**src/rtl/axil_reg_slave_if.sv**
```systemverilog
// AXI4-Lite bus bundle for axil_reg_slave: five channels, with slave and master views.
interface axil_reg_slave_if #(
    parameter int ADDR_W = 12,
    parameter int DATA_W = 32
);
    logic [ADDR_W-1:0]   awaddr;
    logic                awvalid;
    logic                awready;
    logic [DATA_W-1:0]   wdata;
    logic [DATA_W/8-1:0] wstrb;
    logic                wvalid;
    logic                wready;
    logic [1:0]          bresp;
    logic                bvalid;
    logic                bready;
    logic [ADDR_W-1:0]   araddr;
    logic                arvalid;
    logic                arready;
    logic [DATA_W-1:0]   rdata;
    logic [1:0]          rresp;
    logic                rvalid;
    logic                rready;

    modport slave (
        input  awaddr, awvalid, wdata, wstrb, wvalid, bready, araddr, arvalid, rready,
        output awready, wready, bresp, bvalid, arready, rdata, rresp, rvalid
    );

    modport master (
        output awaddr, awvalid, wdata, wstrb, wvalid, bready, araddr, arvalid, rready,
        input  awready, wready, bresp, bvalid, arready, rdata, rresp, rvalid
    );
endinterface

```
**src/rtl/axil_reg_slave.sv**
```systemverilog
// AXI4-Lite register file with independent write and read FSMs.
// Define AXIL_REG_SLVERR_EN to answer out-of-range accesses with SLVERR instead of OKAY.
module axil_reg_slave #(
    parameter int                DATA_W   = 32,
    parameter int                ADDR_W   = 12,
    parameter int                NUM_REGS = 16,
    parameter logic [DATA_W-1:0] RST_VAL  = '0
) (
    input  logic                       sys_clk,
    input  logic                       sys_rst,
    axil_reg_slave_if.slave            bus,
    output logic [NUM_REGS*DATA_W-1:0] reg_q,
    output logic [NUM_REGS-1:0]        wr_pulse
);
    localparam int STRB_W = DATA_W / 8;
    localparam int LSB    = $clog2(STRB_W);
    localparam int IDX_W  = ADDR_W - LSB;
    localparam logic [IDX_W:0] NREG = (IDX_W+1)'(NUM_REGS);
    localparam logic [1:0] RESP_OKAY = 2'b00;
`ifdef AXIL_REG_SLVERR_EN
    localparam logic [1:0] RESP_OOR  = 2'b10;
`else
    localparam logic [1:0] RESP_OOR  = 2'b00;
`endif

    typedef enum logic [1:0] {W_IDLE, W_AW, W_W, W_RESP} w_state_t;
    typedef enum logic       {R_IDLE, R_RESP}            r_state_t;

    w_state_t w_state, w_next;
    r_state_t r_state, r_next;

    logic [NUM_REGS-1:0][DATA_W-1:0] regs;
    logic [ADDR_W-1:0] aw_q;
    logic [DATA_W-1:0] wd_q;
    logic [STRB_W-1:0] ws_q;
    logic              in_rst;
    logic              aw_hs, w_hs, ar_hs, commit;
    logic [ADDR_W-1:0] c_addr;
    logic [DATA_W-1:0] c_data;
    logic [STRB_W-1:0] c_strb;
    logic [IDX_W-1:0]  c_idx, r_idx;
    logic              c_in, r_in;
    logic [DATA_W-1:0] rd_val;
    logic [1:0]        bresp_q, rresp_q;
    logic [DATA_W-1:0] rdata_q;
    logic              unused_ok;

    assign reg_q     = regs;
    assign bus.bresp = bresp_q;
    assign bus.rresp = rresp_q;
    assign bus.rdata = rdata_q;

    // The second half of a write may come straight from the bus or from the captured copy.
    assign c_addr = (w_state == W_AW) ? aw_q : bus.awaddr;
    assign c_data = (w_state == W_W)  ? wd_q : bus.wdata;
    assign c_strb = (w_state == W_W)  ? ws_q : bus.wstrb;
    assign c_idx  = c_addr[ADDR_W-1:LSB];
    assign r_idx  = bus.araddr[ADDR_W-1:LSB];
    assign c_in   = {1'b0, c_idx} < NREG;
    assign r_in   = {1'b0, r_idx} < NREG;
    assign unused_ok = ^{c_addr[LSB-1:0], bus.araddr[LSB-1:0]};

    // in_rst holds the readies low for the cycle right after a reset edge.
    always_comb begin
        w_next      = w_state;
        bus.awready = 1'b0;
        bus.wready  = 1'b0;
        bus.bvalid  = 1'b0;
        commit      = 1'b0;
        case (w_state)
            W_IDLE: begin
                bus.awready = ~in_rst;
                bus.wready  = ~in_rst;
            end
            W_AW:   bus.wready  = 1'b1;
            W_W:    bus.awready = 1'b1;
            W_RESP: bus.bvalid  = 1'b1;
            default: ;
        endcase
        aw_hs = bus.awvalid && bus.awready;
        w_hs  = bus.wvalid  && bus.wready;
        case (w_state)
            W_IDLE: begin
                if (aw_hs && w_hs) begin
                    commit = 1'b1;
                    w_next = W_RESP;
                end else if (aw_hs) begin
                    w_next = W_AW;
                end else if (w_hs) begin
                    w_next = W_W;
                end
            end
            W_AW: if (w_hs) begin
                commit = 1'b1;
                w_next = W_RESP;
            end
            W_W: if (aw_hs) begin
                commit = 1'b1;
                w_next = W_RESP;
            end
            W_RESP: if (bus.bready) w_next = W_IDLE;
            default: w_next = W_IDLE;
        endcase
    end

    always_comb begin
        r_next      = r_state;
        bus.arready = (r_state == R_IDLE) && !in_rst;
        bus.rvalid  = (r_state == R_RESP);
        ar_hs       = bus.arvalid && bus.arready;
        if (ar_hs) r_next = R_RESP;
        else if (r_state == R_RESP && bus.rready) r_next = R_IDLE;
    end

    always_comb begin
        rd_val = '0;
        for (int i = 0; i < NUM_REGS; i++)
            if (r_idx == IDX_W'(i)) rd_val = regs[i];
    end

    always_ff @(posedge sys_clk) begin
        if (sys_rst) begin
            w_state  <= W_IDLE;
            r_state  <= R_IDLE;
            in_rst   <= 1'b1;
            aw_q     <= '0;
            wd_q     <= '0;
            ws_q     <= '0;
            bresp_q  <= '0;
            rresp_q  <= '0;
            rdata_q  <= '0;
            wr_pulse <= '0;
            for (int i = 0; i < NUM_REGS; i++) regs[i] <= RST_VAL;
        end else begin
            w_state  <= w_next;
            r_state  <= r_next;
            in_rst   <= 1'b0;
            wr_pulse <= '0;
            if (aw_hs) aw_q <= bus.awaddr;
            if (w_hs) begin
                wd_q <= bus.wdata;
                ws_q <= bus.wstrb;
            end
            if (commit) begin
                bresp_q <= c_in ? RESP_OKAY : RESP_OOR;
                for (int i = 0; i < NUM_REGS; i++) begin
                    if (c_in && c_idx == IDX_W'(i)) begin
                        wr_pulse[i] <= 1'b1;
                        for (int b = 0; b < STRB_W; b++)
                            if (c_strb[b]) regs[i][b*8 +: 8] <= c_data[b*8 +: 8];
                    end
                end
            end
            // Reads sample regs before this edge's commit lands, giving pre-write data.
            if (ar_hs) begin
                rdata_q <= rd_val;
                rresp_q <= r_in ? RESP_OKAY : RESP_OOR;
            end
        end
    end
endmodule

```
**src/flat_wrapper.sv**
```systemverilog
// flat-port wrapper written by rule: the top's interface ports become plain ports
module axil_reg_slave_flat 
#(
    parameter int                DATA_W   = 32,
    parameter int                ADDR_W   = 12,
    parameter int                NUM_REGS = 16,
    parameter logic [DATA_W-1:0] RST_VAL  = '0
)
  (sys_clk, sys_rst, reg_q, wr_pulse, bus_awaddr, bus_awvalid, bus_wdata, bus_wstrb, bus_wvalid, bus_bready, bus_araddr, bus_arvalid, bus_rready, bus_awready, bus_wready, bus_bresp, bus_bvalid, bus_arready, bus_rdata, bus_rresp, bus_rvalid);
  axil_reg_slave_if #(.ADDR_W(ADDR_W), .DATA_W(DATA_W)) bus_i ();
  input  logic sys_clk;
  input  logic sys_rst;
  output logic [NUM_REGS*DATA_W-1:0] reg_q;
  output logic [NUM_REGS-1:0] wr_pulse;
  input wire logic [$bits(bus_i.awaddr)-1:0] bus_awaddr;
  input wire logic [$bits(bus_i.awvalid)-1:0] bus_awvalid;
  input wire logic [$bits(bus_i.wdata)-1:0] bus_wdata;
  input wire logic [$bits(bus_i.wstrb)-1:0] bus_wstrb;
  input wire logic [$bits(bus_i.wvalid)-1:0] bus_wvalid;
  input wire logic [$bits(bus_i.bready)-1:0] bus_bready;
  input wire logic [$bits(bus_i.araddr)-1:0] bus_araddr;
  input wire logic [$bits(bus_i.arvalid)-1:0] bus_arvalid;
  input wire logic [$bits(bus_i.rready)-1:0] bus_rready;
  output wire logic [$bits(bus_i.awready)-1:0] bus_awready;
  output wire logic [$bits(bus_i.wready)-1:0] bus_wready;
  output wire logic [$bits(bus_i.bresp)-1:0] bus_bresp;
  output wire logic [$bits(bus_i.bvalid)-1:0] bus_bvalid;
  output wire logic [$bits(bus_i.arready)-1:0] bus_arready;
  output wire logic [$bits(bus_i.rdata)-1:0] bus_rdata;
  output wire logic [$bits(bus_i.rresp)-1:0] bus_rresp;
  output wire logic [$bits(bus_i.rvalid)-1:0] bus_rvalid;
  assign bus_i.awaddr = bus_awaddr;
  assign bus_i.awvalid = bus_awvalid;
  assign bus_i.wdata = bus_wdata;
  assign bus_i.wstrb = bus_wstrb;
  assign bus_i.wvalid = bus_wvalid;
  assign bus_i.bready = bus_bready;
  assign bus_i.araddr = bus_araddr;
  assign bus_i.arvalid = bus_arvalid;
  assign bus_i.rready = bus_rready;
  assign bus_awready = bus_i.awready;
  assign bus_wready = bus_i.wready;
  assign bus_bresp = bus_i.bresp;
  assign bus_bvalid = bus_i.bvalid;
  assign bus_arready = bus_i.arready;
  assign bus_rdata = bus_i.rdata;
  assign bus_rresp = bus_i.rresp;
  assign bus_rvalid = bus_i.rvalid;
  axil_reg_slave #(.DATA_W(DATA_W), .ADDR_W(ADDR_W), .NUM_REGS(NUM_REGS), .RST_VAL(RST_VAL)) u_core (.sys_clk(sys_clk), .sys_rst(sys_rst), .bus(bus_i), .reg_q(reg_q), .wr_pulse(wr_pulse));
endmodule
```
**config.mk**
```make
export PLATFORM = sky130hd
export DESIGN_NAME = axil_reg_slave_flat
export DESIGN_NICKNAME = d
export VERILOG_FILES = /design/src/rtl/axil_reg_slave_if.sv /design/src/rtl/axil_reg_slave.sv /design/src/flat_wrapper.sv
export SDC_FILE = /design/constraint.sdc
export NUM_CORES = 1
export LEC_CHECK = 0
export ABC_CLOCK_PERIOD_IN_PS = 5130
export CORE_MARGIN = 2
export CORE_UTILIZATION = 35
export CTS_BUF_LIST = sky130_fd_sc_hd__clkbuf_4
export DETAILED_ROUTE_END_ITERATION = 7
export DONT_BUFFER_PORTS = 1
export PLACE_DENSITY = 0.48
export SLEW_MARGIN = 20
export SYNTH_ARGS = -nofsm -noshare
export SYNTH_HDL_FRONTEND = slang
export SYNTH_SLANG_ARGS = --single-unit
```
**constraint.sdc**
```tcl
create_clock -name sys_clk -period 5.13 [get_ports sys_clk]
set_input_delay 0.7695 -clock sys_clk [delete_from_list [all_inputs] [get_ports sys_clk]]
set_output_delay 0.7695 -clock sys_clk [all_outputs]
set_load 0.05 [all_outputs]
```
* Yosys cells after proc, flatten, opt, wreduce, memory -nomap -nowiden
Cells that the tools add are included.
** Cells by class
- Equal/unequal tests :: 37
- Reductions and logical operators :: 93
- Bitwise operators :: 3
- Muxes and demuxes :: 52
- Magnitude comparators :: 1
** Operators with widths (number)
- 2-to-1 mux 32 bit :: 17
- AND reduction 3 bit :: 64
- == test 10 x 4 -> 1 bit (second input constant) :: 16
- == test 10 x 3 -> 1 bit (second input constant) :: 8
- == test 10 x 2 -> 1 bit (second input constant) :: 4
- 2-to-1 mux 1 bit :: 23
- logical AND 1 bit :: 22
- == test 10 x 1 -> 1 bit (second input constant) :: 2
- zero test 10 bit :: 2
- 2-to-1 mux 12 bit :: 1
- 2-to-1 mux 2 bit :: 6
- less-than comparator 10 x 5 -> 1 bit (second input constant) :: 1
- case mux 2 bit (4 select lines) :: 1
- == test 2 bit (second input constant) :: 2
- 2-to-1 mux 4 bit :: 1
- != test 2 x 1 -> 1 bit (second input constant) :: 2
- != test 4 x 1 -> 1 bit (second input constant) :: 1
- case mux 1 bit (2 select lines) :: 2
- AND reduction 4 bit :: 1
- inverter 1 bit :: 3
- case mux 1 bit (3 select lines) :: 1
- == test 2 x 1 -> 1 bit (second input constant) :: 1
- zero test 2 bit :: 1
- != test 2 bit (second input constant) :: 1
- other kinds (3) :: 3
** Storage, ports and cells
- Register bits :: 612
- Word-level logic and storage cells :: 258

* Depth between registers and ports, before layout
Gate-level depths: netlist (run 1).
- Word-level depth :: 17
- Depth in mapped cells :: 10

* Least setup slack after synthesis (run 1)
No wires, ideal clock.
- Path kind :: input to register
- Start point :: input port bus_araddr[7]
- End point :: register u_core.rdata_q[11], in the netlist u_core.bus.rdata[11]
- Arrival time :: 2.529 ns
- Buffers on the path :: 2
- Stages :: 8
- Path slack :: 2.509 ns
- Cell sequence :: or4_1 buf_4 nor4b_4 buf_6 a22oi_1 o21ai_0 a211oi_1 o32ai_1
** On the way
- Cells in the longest elaborated chain, start to end :: 17
** Ends and longest elaborated chain
- start: declaration :: line flat_wrapper.sv:21 : input wire logic [$bits(bus_i.araddr)-1:0] bus_araddr;
- zero test 10 bit :: line axil_reg_slave.sv:118 : if (r_idx == IDX_W'(i)) rd_val = regs[i];
- 2-to-1 mux 32 bit (15 in a row) :: line axil_reg_slave.sv:118
- 2-to-1 mux 32 bit (*) :: line axil_reg_slave.sv:118
- end signal: assignment :: line axil_reg_slave.sv:156 : rdata_q <= rd_val;
- end: declaration :: line axil_reg_slave.sv:45 : logic [DATA_W-1:0] rdata_q;
Mark *: on every way between the ends. The rest lies on a longest branch, timed or not.
A chain may end at the register's enable or synchronous reset.

* Final worst setup path (run 1)
- Start point :: register u_core.w_state[1]
- End point :: register u_core.regs, in the netlist u_core.reg_q[136]
** On the way
- Cells in the longest elaborated chain, start to end :: 7
** Ends and longest elaborated chain
- start: declaration :: line axil_reg_slave.sv:29 : w_state_t w_state, w_next;
- start signal: assignment :: line axil_reg_slave.sv:135 : w_state <= w_next;
- parallel branches: the longest is 7 deep, another holds less-than comparator 10 x 5 -> 1 bit
- end signal: indexed assignment :: line axil_reg_slave.sv:150 : if (c_strb[b]) regs[i][b*8 +: 8] <= c_data[b*8 +: 8];
- end: declaration :: line axil_reg_slave.sv:32 : logic [NUM_REGS-1:0][DATA_W-1:0] regs;
Several ways; the timed one is not identified.

==> impl_metrics.csv, run 1 <==
group,metric,value,unit
run_status,status,"completed",
grt,track_usage,0.358,
power,power_density,337,nW/µm²
run,cap_violations,0,
final_layout,area_delta_synth_final,23.2,%
worst_setup_path,arrival,5.25,ns
clock_tree,h-tree-depth,4,
synthesis,synth.top_cell.area_share,0.438,
sta,finalCriticalPeriod,4.21,ns
routing,drt_iter0_drc,3369,
synthesis,synth_top_cell_by_area,"dfxtp_1",
power,power.leakage,12.8,nW
synthesis,synthTopCellsByArea,"dfxtp_1 (44%), a21oi_1 (11%), nor3_1 (9.0%)",
routing,wl,153,mm
clock_tree,cts_buffers,176,
sta,skew,0.0857,ns
synthesis,ys_types,83,
clock_tree,post_cts_resized,0,
sta,setup_viol,0,
clock_tree,cts_sinks,610,
placed_design,dp_hpwl,105,mm
synthesis,synthMuxAreaShare,0.0523,
placed_design,io_buffers,0,
routing,via_count,30700,
power,switchingPower,3.89,mW
final_layout,nFillCells,8208,
worst_hold_path,hold_path.class,"input port to flop",
power,p_comb_frac,0.168,
routing,viasPerCell,6.08,
clock_tree,cts_tree,"yes",
sta,period_share,0.822,
sta,whs,0.0922,ns
clock_tree,clkTransAtPathRegs,0.07,ns
floorplan,die_y,286,µm
sta,rsz0062_at_grt,"false",
clock_tree,cts_root_buffer,"clkbuf_4",
routing,drc,0,
synthesis,ys_seq_area_frac,0.438,
placed_design,place_area,29000,µm²
power,p_int,7.70,mW
synthesis,synth_flop_cell,"dfxtp_1",
placed_design,placed_cells_incl_taps,4437,
clock_tree,insertion_delay,1.15,ns
power,swShare,0.336,
worst_setup_path,critPathCaptureType,"flop",
sta,drv_slew,0,
routing,final_antenna_net_count,0,
routing,first_pass_iters,5,
floorplan,die_w,286,µm
synthesis,synth-simple-area-share,0.236,
grt,grt_pass1_vias,28400,
synthesis,synth_top_family_by_area,"simple AND/OR/NAND/NOR gates",
synthesis,synth_compound_area_frac,0.221,
floorplan,rows,103,
worst_setup_path,crit_fanout,29,
synthesis,synth_edf_count,0,
sta,tightestPinTransition,1.14,ns
power,clkPwrFrac,0.401,
placed_design,place.gp.congestion,0.906,
synthesis,synth-seq-cells,610,
worst_setup_path,cp.required,6.16,ns
synthesis,async_flop_share,0,
grt,grt_antenna_before_repair,6,
grt,grt_overflow,0,
floorplan,io_pins,636,
synthesis,synth_xor_area_frac,0,
worst_setup_path,start_kind,"flop",
final_layout,layout.nets,3951,
clock_tree,clk_path_buf_depth,3,
grt,grt_pass1_wl,215,mm
final_layout,finalInstanceArea,34300,µm²
final_layout,final_cells,5041,
final_layout,drive_above_1_share,0.116,
synthesis,synth.most_common_cell,"nor2_1",
synthesis,yosys-top-cells-count,"nor2_1 (653), a21oi_1 (638), dfxtp_1 (610), nor3_1 (504), clkbuf_1 (225)",
sta,tns,0,ns
synthesis,ys_warn_count,0,
grt,grt_max_degree,309,
sta,final-hold-violation-count,0,
synthesis,netlist_instances,3607,
power,power.total,11.6,mW
floorplan,core_area,78900,µm²
sta,slew_headroom,0.237,
synthesis,synthAdderAreaFrac,0.00180,
worst_setup_path,path_class,"flop to flop",
power,pwr-share-seq,0.432,
routing,wl_per_cell,30.3,µm
floorplan,die_area,81900,µm²
sta,max_freq,0.237,GHz
synthesis,syn_area,27900,µm²
floorplan,start_util,0.354,
synthesis,avgSynthCellArea,7.73,µm²
power,ir_worst_vdd,0.170,mV
registers in the layout (all words and copies together), names as in the netlist:
signal / count
u_core.reg_q: 512
u_core.bus.rdata: 32
u_core.wd_q: 32
u_core.wr_pulse: 16
u_core.aw_q: 10
u_core.ws_q: 4
u_core.w_state: 2
u_core.bus.rvalid: 1
u_core.in_rst: 1
power groups by stage:
stage,Sequential [mW],Clock (mW),Combinational [mW]
2_1_floorplan,5.07,0,1.14
3_3_place_gp,5.10,0,1.73
3_5_place_dp,5.10,0,1.73
4_1_cts,5.00,4.68,1.89
5_1_grt,5.01,4.96,2.02
6_report,5.00,4.64,1.94
worst max-delay path: stages, from the launching register on:
cell and delay (ns):
dfxtp_1 0.37, inv_1 0.08, ha_1 0.21, buf_4 0.23
nor4_1 0.26, nand2_1 0.62, buf_4 0.43, a211oi_4 0.62
buf_12 0.26, nand2_1 0.23, nor2_1 0.18, nor3_1 0.05
dlygate4sd3_1 0.57
cell usage in the layout, fill, tap and decap left out, types with 9 or more instances in the layout:
| master | n |
|---|---|
| a211oi_1 | 20 |
| a211oi_4 | 20 |
| a21oi_1 | 638 |
| a221o_1 | 9 |
| a221oi_1 | 11 |
| a22o_1 | 13 |
| a22oi_1 | 21 |
| a31oi_1 | 11 |
| and3_1 | 9 |
| buf_12 | 11 |
| buf_4 | 84 |
| clkbuf_4 | 255 |
| clkinv_1 | 15 |
| dfxtp_1 | 610 |
| dlygate4sd3_1 | 313 |
| inv_1 | 24 |
| mux2_2 | 43 |
| mux2i_1 | 95 |
| nand2_1 | 195 |
| nand2b_1 | 10 |
| nand3_1 | 18 |
| nand4_1 | 10 |
| nor2_1 | 652 |
| nor2b_1 | 13 |
| nor3_1 | 504 |
| o2111ai_1 | 10 |
| o211ai_1 | 16 |
| o21a_1 | 11 |
| o21ai_0 | 98 |
| o21bai_1 | 10 |
| o221ai_1 | 12 |
| o22a_1 | 11 |
| o22ai_1 | 47 |
| o31ai_1 | 13 |
| o32ai_1 | 16 |
layout make-up:
type	count	area, µm²	area share
Antenna cell	8	20.0	0.000583
Inverter	25	93.8	0.00273
Sequential cell	610	12200	0.356
Multi-Input combinational cell	2657	14500	0.423
Timing Repair Buffer	410	4040	0.118
Clock inverter	26	210	0.00612
Clock buffer	255	1910	0.0557
Tap cell	1050	1310	0.0383
through the flow:
step / setup WS [ns] / utilization
6_report: 0.915 / 0.435
4_1_cts: 0.973 / 0.435
5_1_grt: 0.639 / 0.435
3_3_place_gp: 1.41 / 0.367
3_5_place_dp: 1.37 / 0.368
2_1_floorplan: 2.51 / -
metal layers:
metal,up-vias,wire length [µm],GRT usage
met3,291,16900,0.116
met5,-,13,0
met2,1792,66800,0.540
li1,13500,-,-
met4,2,6080,0.141
met1,15100,63100,0.472
timing repair:
action | in CTS | in global routing
hold endpoints to repair | 579 | 0
hold buffers | 314 | 0
buffers inserted | 0 | 0
logic make-up (layout without fill, tap and decap cells):
kind of cell / Yosys count / count (layout)
AO/OA/AOI/OAI: 1040 / 1040
adder cells (fa/ha/maj): 4 / 4
flip-flops: 610 / 610
other: 1 / 12
buffers and inverters: 343 / 716
AND/OR/NAND/NOR: 1470 / 1470
multiplexers: 139 / 139
path summary, 6_finish.rpt:
kind,slack [ns],startpoint,endpoint,cells after the start
setup / recovery,0.92,u_core.w_state[1]$_SDFFE_PP0P_,u_core.reg_q[136]$_SDFFE_PP0P_,12
hold / removal,0.09,bus_araddr[3],u_core.bus.rdata[4]$_SDFFE_PP0P_,3
setup reg to reg,0.92,u_core.w_state[1]$_SDFFE_PP0P_,u_core.reg_q[136]$_SDFFE_PP0P_,12
hold reg to reg,0.78,u_core.bus.rdata[5]$_SDFFE_PP0P_,u_core.bus.rdata[5]$_SDFFE_PP0P_,2
Note: power is estimated with default switching activity, not from simulation.
==> inputs of run 2 (changes only) <==
ABC_AREA = 1   (was not set)
ABC_CLOCK_PERIOD_IN_PS = 4000   (was 5130)
clock period = 4 ns   (was 5.13 ns; I/O delays follow)
==> impl_metrics.csv, run 2 <==
group,metric,value,unit
sta,finalCriticalPeriod,3.56,ns
clock_tree,holdBufCountCts,63,
worst_setup_path,crit_family,"simple AND/OR/NAND/NOR gates",
final_layout,largest_reg_flops,512,
sta,slew_headroom,0.243,
synthesis,synthTopCellsByArea,"dfxtp_1 (46%), o21ai_0 (11%), nor2_1 (9.9%)",
sta,period_share,0.889,
power,p_int,9.67,mW
clock_tree,cts_root_buffer,"clkbuf_4",
power,power_density,487,nW/µm²
worst_setup_path,cp_cell_sequence,"inv_1 -> ha_1 -> inv_1 -> or2_1 -> nand2_2 -> nand2_2 -> inv_2 -> nand2_1 -> o221ai_2 -> nand2_4 -> nor2_4 -> buf_4 -> nand2_1 -> inv_1 -> o21ai_0 -> a21oi_1",
placed_design,placed_cells_incl_taps,4456,
floorplan,die_area,77300,µm²
synthesis,ys_types,38,
placed_design,io_buffers,0,
synthesis,synth_top_cell_by_area,"dfxtp_1",
final_layout,layout_commonest_cell,"nor2_1",
sta,whs,0.156,ns
routing,via_count,25800,
synthesis,synth-seq-cells,610,
worst_setup_path,cp.required,4.86,ns
synthesis,ys_seq_area_frac,0.465,
final_layout,layout.nets,3794,
synthesis,async_flop_share,0,
power,p_comb_frac,0.171,
synthesis,yosys-top-cells-count,"nor2_1 (693), dfxtp_1 (610), o21ai_0 (553), nand2_1 (513), a21oi_1 (466)",
grt,grt_pass1_wl,169,mm
routing,first_pass_iters,5,
synthesis,synth.most_common_cell,"nor2_1",
final_layout,drive_above_1_share,0.124,
placed_design,dp_hpwl,85.5,mm
synthesis,synth.top_cell.area_share,0.465,
worst_setup_path,crit_fanout,15,
run_status,status,"completed",
routing,drc,0,
worst_setup_path,timing.critical_path.buf_inv,5,
worst_hold_path,hold_path.class,"input port to flop",
floorplan,die_w,278,µm
sta,setup_viol,0,
clock_tree,cts_tree,"yes",
worst_setup_path,timing.reg2reg.setup_slack,0.44,ns
sta,final-hold-violation-count,0,
sta,tightestPinTransition,1.13,ns
grt,grt_overflow,0,
grt,track_usage,0.293,
routing,wl_per_cell,24.4,µm
worst_setup_path,start_kind,"flop",
floorplan,io_pins,636,
clock_tree,clkTransAtPathRegs,0.06,ns
clock_tree,cts_sinks,610,
clock_tree,h-tree-depth,4,
sta,setup_slack,0.444,ns
worst_setup_path,path_class,"flop to flop",
run,cap_violations,0,
routing,drt_iter0_drc,2096,
final_layout,final_cell_mix,"nor2_1 (691), dfxtp_1 (610), o21ai_0 (550)",
sta,tns,0,ns
worst_setup_path,crit_path_top_delay_cell,"dfxtp_1",
routing,final_antenna_net_count,0,
clock_tree,insertion_delay,1.01,ns
power,power.leakage,11.1,nW
grt,grt_max_degree,155,
clock_tree,post_cts_resized,0,
placed_design,place_ws,0.538,ns
worst_setup_path,critical_path_cell_count,16,
final_layout,final_cells,4816,
worst_setup_path,reg2reg_depth,16,
floorplan,rows,100,
worst_setup_path,arrival,4.42,ns
worst_setup_path,critPathMaxStageDelay,0.34,ns
sta,rsz0062_at_grt,"false",
power,switchingPower,4.90,mW
power,clkPwrFrac,0.398,
worst_hold_path,hold_depth,4,
clock_tree,postCtsSetupRepairBufs,0,
routing,wl,117,mm
synthesis,avgSynthCellArea,7.20,µm²
synthesis,ys_warn_count,0,
worst_setup_path,cpMostUsedCell,"inv_1",
power,pwr-share-seq,0.431,
sta,drv_slew,0,
floorplan,start_util,0.353,
power,swShare,0.336,
worst_setup_path,critPathCaptureType,"flop",
final_layout,area_delta_synth_final,13.8,%
floorplan,core_area,74400,µm²
placed_design,place.gp.congestion,0.911,
grt,grt_antenna_before_repair,2,
synthesis,netlist_instances,3651,
power,ir_worst_vdd,0.317,mV
sta,skew,0.0885,ns
grt,grt_pass1_vias,23800,
clock_tree,clk_path_buf_depth,3,
clock_tree,cts_buffers,171,
synthesis,syn_area,26300,µm²
power,power.total,14.6,mW
synthesis,synth_flop_cell,"dfxtp_1",
synthesis,synth_edf_count,0,
routing,viasPerCell,5.37,
floorplan,die_y,278,µm
sta,max_freq,0.281,GHz
==> run 2: changes by cell type in the layout (fill, tap and decap cells not counted), sizes merged, moves of 172 or more <==
| cell | delta |
|---|---|
| nand2 | +339 |
| nor3 | -485 |
| a21oi | -172 |
| dlygate4sd3 | -251 |
| inv | +197 |
| o21ai | +487 |
==> run 2: worst paths after layout <==
path | startpoint | endpoint
worst max-delay path | u_core.w_state[1]$_SDFFE_PP0P_ | u_core.reg_q[278]$_SDFFE_PP0P_
worst min-delay path | bus_wvalid | u_core.wd_q[24]$_SDFFE_PP0P_
worst max register to register | u_core.w_state[1]$_SDFFE_PP0P_ | u_core.reg_q[278]$_SDFFE_PP0P_
worst min register to register | u_core.wd_q[26]$_SDFFE_PP0P_ | u_core.wd_q[26]$_SDFFE_PP0P_
==> run 2: per-layer routing <==
metal | up-vias | part of all wire | GRT usage
met1 | 12100 | 0.43 | 0.381
met5 | - | 0.00026 | 0
li1 | 12400 | - | -
met3 | 230 | 0.10 | 0.112
met2 | 1138 | 0.43 | 0.440
met4 | 2 | 0.036 | 0.111
==> run 2: worst register-to-register path: stages, from the launching register on <==
cell	delay [ns]
dfxtp_1	0.34
inv_1	0.10
ha_1	0.22
inv_1	0.07
or2_1	0.23
nand2_2	0.08
nand2_2	0.15
inv_2	0.25
nand2_1	0.12
o221ai_2	0.22
nand2_4	0.17
nor2_4	0.35
buf_4	0.32
nand2_1	0.17
inv_1	0.32
o21ai_0	0.14
a21oi_1	0.16
==> run 2: logic make-up (layout without fill, tap and decap cells) <==
kind of cell	Yosys count	after routing	share of synthesized area
flip-flops	610	610	0.465
AND/OR/NAND/NOR	1455	1455	0.237
AO/OA/AOI/OAI	1108	1108	0.218
adder cells (fa/ha/maj)	4	4	0.00190
buffers and inverters	469	661	0.0767
other	1	5	0.000143
multiplexers	4	4	0.00152
==> run 2: area by class of cell <==
cell class	count	area (µm²)
Antenna cell	1	2.50
Clock buffer	255	1910
Clock inverter	41	223
Fill cell	8125	44500
Inverter	220	833
Multi-Input combinational cell	2575	12200
Sequential cell	610	12200
Tap cell	969	1210
Timing Repair Buffer	145	1340
==> run 2: stage by stage <==
step                 util  cell area, µm²
floorplan               -           26300
global placement    0.364           27100
detailed placement  0.364           27100
CTS                 0.402           29900
global route        0.402           29900
finish              0.402           29900
==> run 2: power groups by stage <==
stage / Clock (mW) / Sequential, mW / Combinational [mW]
floorplan: 0 / 6.40 / 1.45
global placement: 0 / 6.42 / 2.38
detailed placement: 0 / 6.42 / 2.37
CTS: 5.97 / 6.28 / 2.47
global route: 6.27 / 6.29 / 2.70
finish: 5.80 / 6.29 / 2.49
==> inputs of run 3 (changes only) <==
CORE_AREA = 2 2 250 252   (was not set)
CORE_MARGIN = not set   (was 2)
CORE_UTILIZATION = not set   (was 35)
DIE_AREA = 0 0 252 254   (was not set)
PLACE_DENSITY = 0.56   (was 0.48)
==> impl_metrics.csv, run 3 (same netlist as run 2, synthesis figures left out) <==
group,metric,value,unit
clock_tree,insertion_delay,1.02,ns
power,ir_worst_vdd,0.235,mV
worst_setup_path,critPathCaptureType,"flop",
sta,final-hold-violation-count,0,
placed_design,place.gp.congestion,0.933,
worst_setup_path,reg2reg_depth,14,
worst_setup_path,startpoint,"u_core.w_state[1]$_SDFFE_PP0P_",
final_layout,area_delta_synth_final,12.5,%
worst_setup_path,regToRegEndpoint,"u_core.reg_q[119]$_SDFFE_PP0P_",
routing,wl_per_cell,24.9,µm
sta,setup_slack,0.326,ns
final_layout,final_util,0.483,
worst_setup_path,r2r-start,"u_core.w_state[1]$_SDFFE_PP0P_",
clock_tree,cts_sinks,610,
final_layout,final_cells,4626,
worst_setup_path,start_kind,"flop",
final_layout,final_cell_mix,"nor2_1 (691), dfxtp_1 (610), o21ai_0 (550)",
routing,first_pass_iters,8,
final_layout,largest_reg_flops,512,
sta,tns,0,ns
routing,drc,0,
worst_setup_path,crit_fanout,21,
routing,drt_iter0_drc,2444,
final_layout,nFillCells,6189,
sta,tightestPinTransition,1.14,ns
grt,grt_antenna_before_repair,4,
clock_tree,cts_root_buffer,"clkbuf_4",
worst_hold_path,hold_path.class,"input port to flop",
grt,grt_pass1_wl,165,mm
routing,via_count,26500,
worst_hold_path,hp-start,"sys_rst",
placed_design,dp_hpwl,83.6,mm
sta,period_share,0.918,
final_layout,drive_above_1_share,0.123,
placed_design,placed_cells_incl_taps,4270,
run,cap_violations,0,
power,power.leakage,11.0,nW
grt,grt_overflow,0,
floorplan,core_area,61300,µm²
grt,grt_max_degree,171,
routing,viasPerCell,5.72,
grt,grt_pass1_vias,24700,
worst_setup_path,path_class,"flop to flop",
clock_tree,clkTransAtPathRegs,0.07,ns
worst_setup_path,crit_end,"u_core.reg_q[119]$_SDFFE_PP0P_",
clock_tree,cts_tree,"yes",
sta,skew,0.0850,ns
floorplan,rows,91,
sta,rsz0062_at_grt,"false",
floorplan,io_pins,636,
sta,setup_viol,0,
sta,max_freq,0.272,GHz
clock_tree,clk_path_buf_depth,3,
clock_tree,h-tree-depth,4,
floorplan,start_util,0.429,
sta,finalCriticalPeriod,3.67,ns
routing,wl,115,mm
run_status,status,"completed",
routing,final_antenna_net_count,0,
grt,track_usage,0.347,
sta,slew_headroom,0.234,
final_layout,layout_commonest_cell,"nor2_1",
sta,drv_slew,0,
final_layout,layout.nets,3785,
worst_setup_path,timing.reg2reg.setup_slack,0.33,ns
worst_setup_path,cp.required,4.83,ns
placed_design,io_buffers,0,
power,power_density,486,nW/µm²
placed_design,place_ws,0.498,ns
floorplan,die_w,252,µm
worst_setup_path,arrival,4.50,ns
floorplan,die_area,64000,µm²
clock_tree,cts_buffers,166,
floorplan,die_y,254,µm
-- run 3: final cells by class --
class                      count  area (µm²)  area share
sequential                   610       12200       0.413
multi-input combinational   2576       12200       0.411
clock buffer                 250        1880      0.0635
timing repair buffer         140        1280      0.0432
tap                          790         988      0.0334
inverter                     220         833      0.0282
clock inverter                37         213     0.00719
antenna                        3        7.51    0.000254
-- run 3: worst max-delay path, cell delays in order, from the launching register on --
cell and delay, ns:
dfxtp_1 0.34, inv_1 0.12, ha_1 0.25, inv_1 0.07, or2_1 0.23, nand2_2 0.08
nand2_2 0.16, inv_2 0.24, nand2_1 0.13, o221ai_2 0.23, nand2_4 0.21, nor2_4 0.55
nand2_1 0.51, o21ai_0 0.30, a21oi_1 0.06
-- run 3: worst min-delay path by stage --
stage / cells past startpoint / endpoint / slack, ns
2_1_floorplan: 2 / u_core.aw_q[3]$_SDFFE_PP0P_ / 0.45
3_3_place_gp: 2 / u_core.aw_q[4]$_SDFFE_PP0P_ / 0.46
3_5_place_dp: 2 / u_core.wd_q[13]$_SDFFE_PP0P_ / 0.47
4_1_cts: 2 / u_core.reg_q[274]$_SDFFE_PP0P_ / 0.01
5_1_grt: 3 / u_core.reg_q[148]$_SDFFE_PP0P_ / 0.05
6_report: 3 / u_core.reg_q[151]$_SDFFE_PP0P_ / 0.03
-- run 3: metal layers --
metal	track usage	up-vias	share of wire
li1	-	12400	-
met1	0.375	12400	0.36
met2	0.584	1342	0.48
met3	0.141	316	0.11
met4	0.182	2	0.051
met5	0	-	0.000087
-- run 3: repair_timing --
action / in CTS / in global routing
hold endpoints to repair: 167 / 0
setup endpoints to repair: 0 / 2
resized for setup: 0 / 0
hold buffers: 58 / 0
setup buffers: 0 / 7
-- run 3: power breakdown --
group | switching [mW] | internal, mW | leakage, nW
logic | 1.90 | 0.492 | 4.85
clock network | 2.72 | 2.97 | 1.26
registers | 0.0956 | 6.19 | 4.92
-- run 3: metrics by stage --
step	area (µm²)	total power [mW]	hold slack (ns)
4_1_cts	29500	14.4	0.0119
3_3_place_gp	26800	8.64	0.456
5_1_grt	29600	15.0	0.0485
6_report	29600	14.4	0.0305
2_1_floorplan	26300	7.85	0.447
3_5_place_dp	26800	8.68	0.465
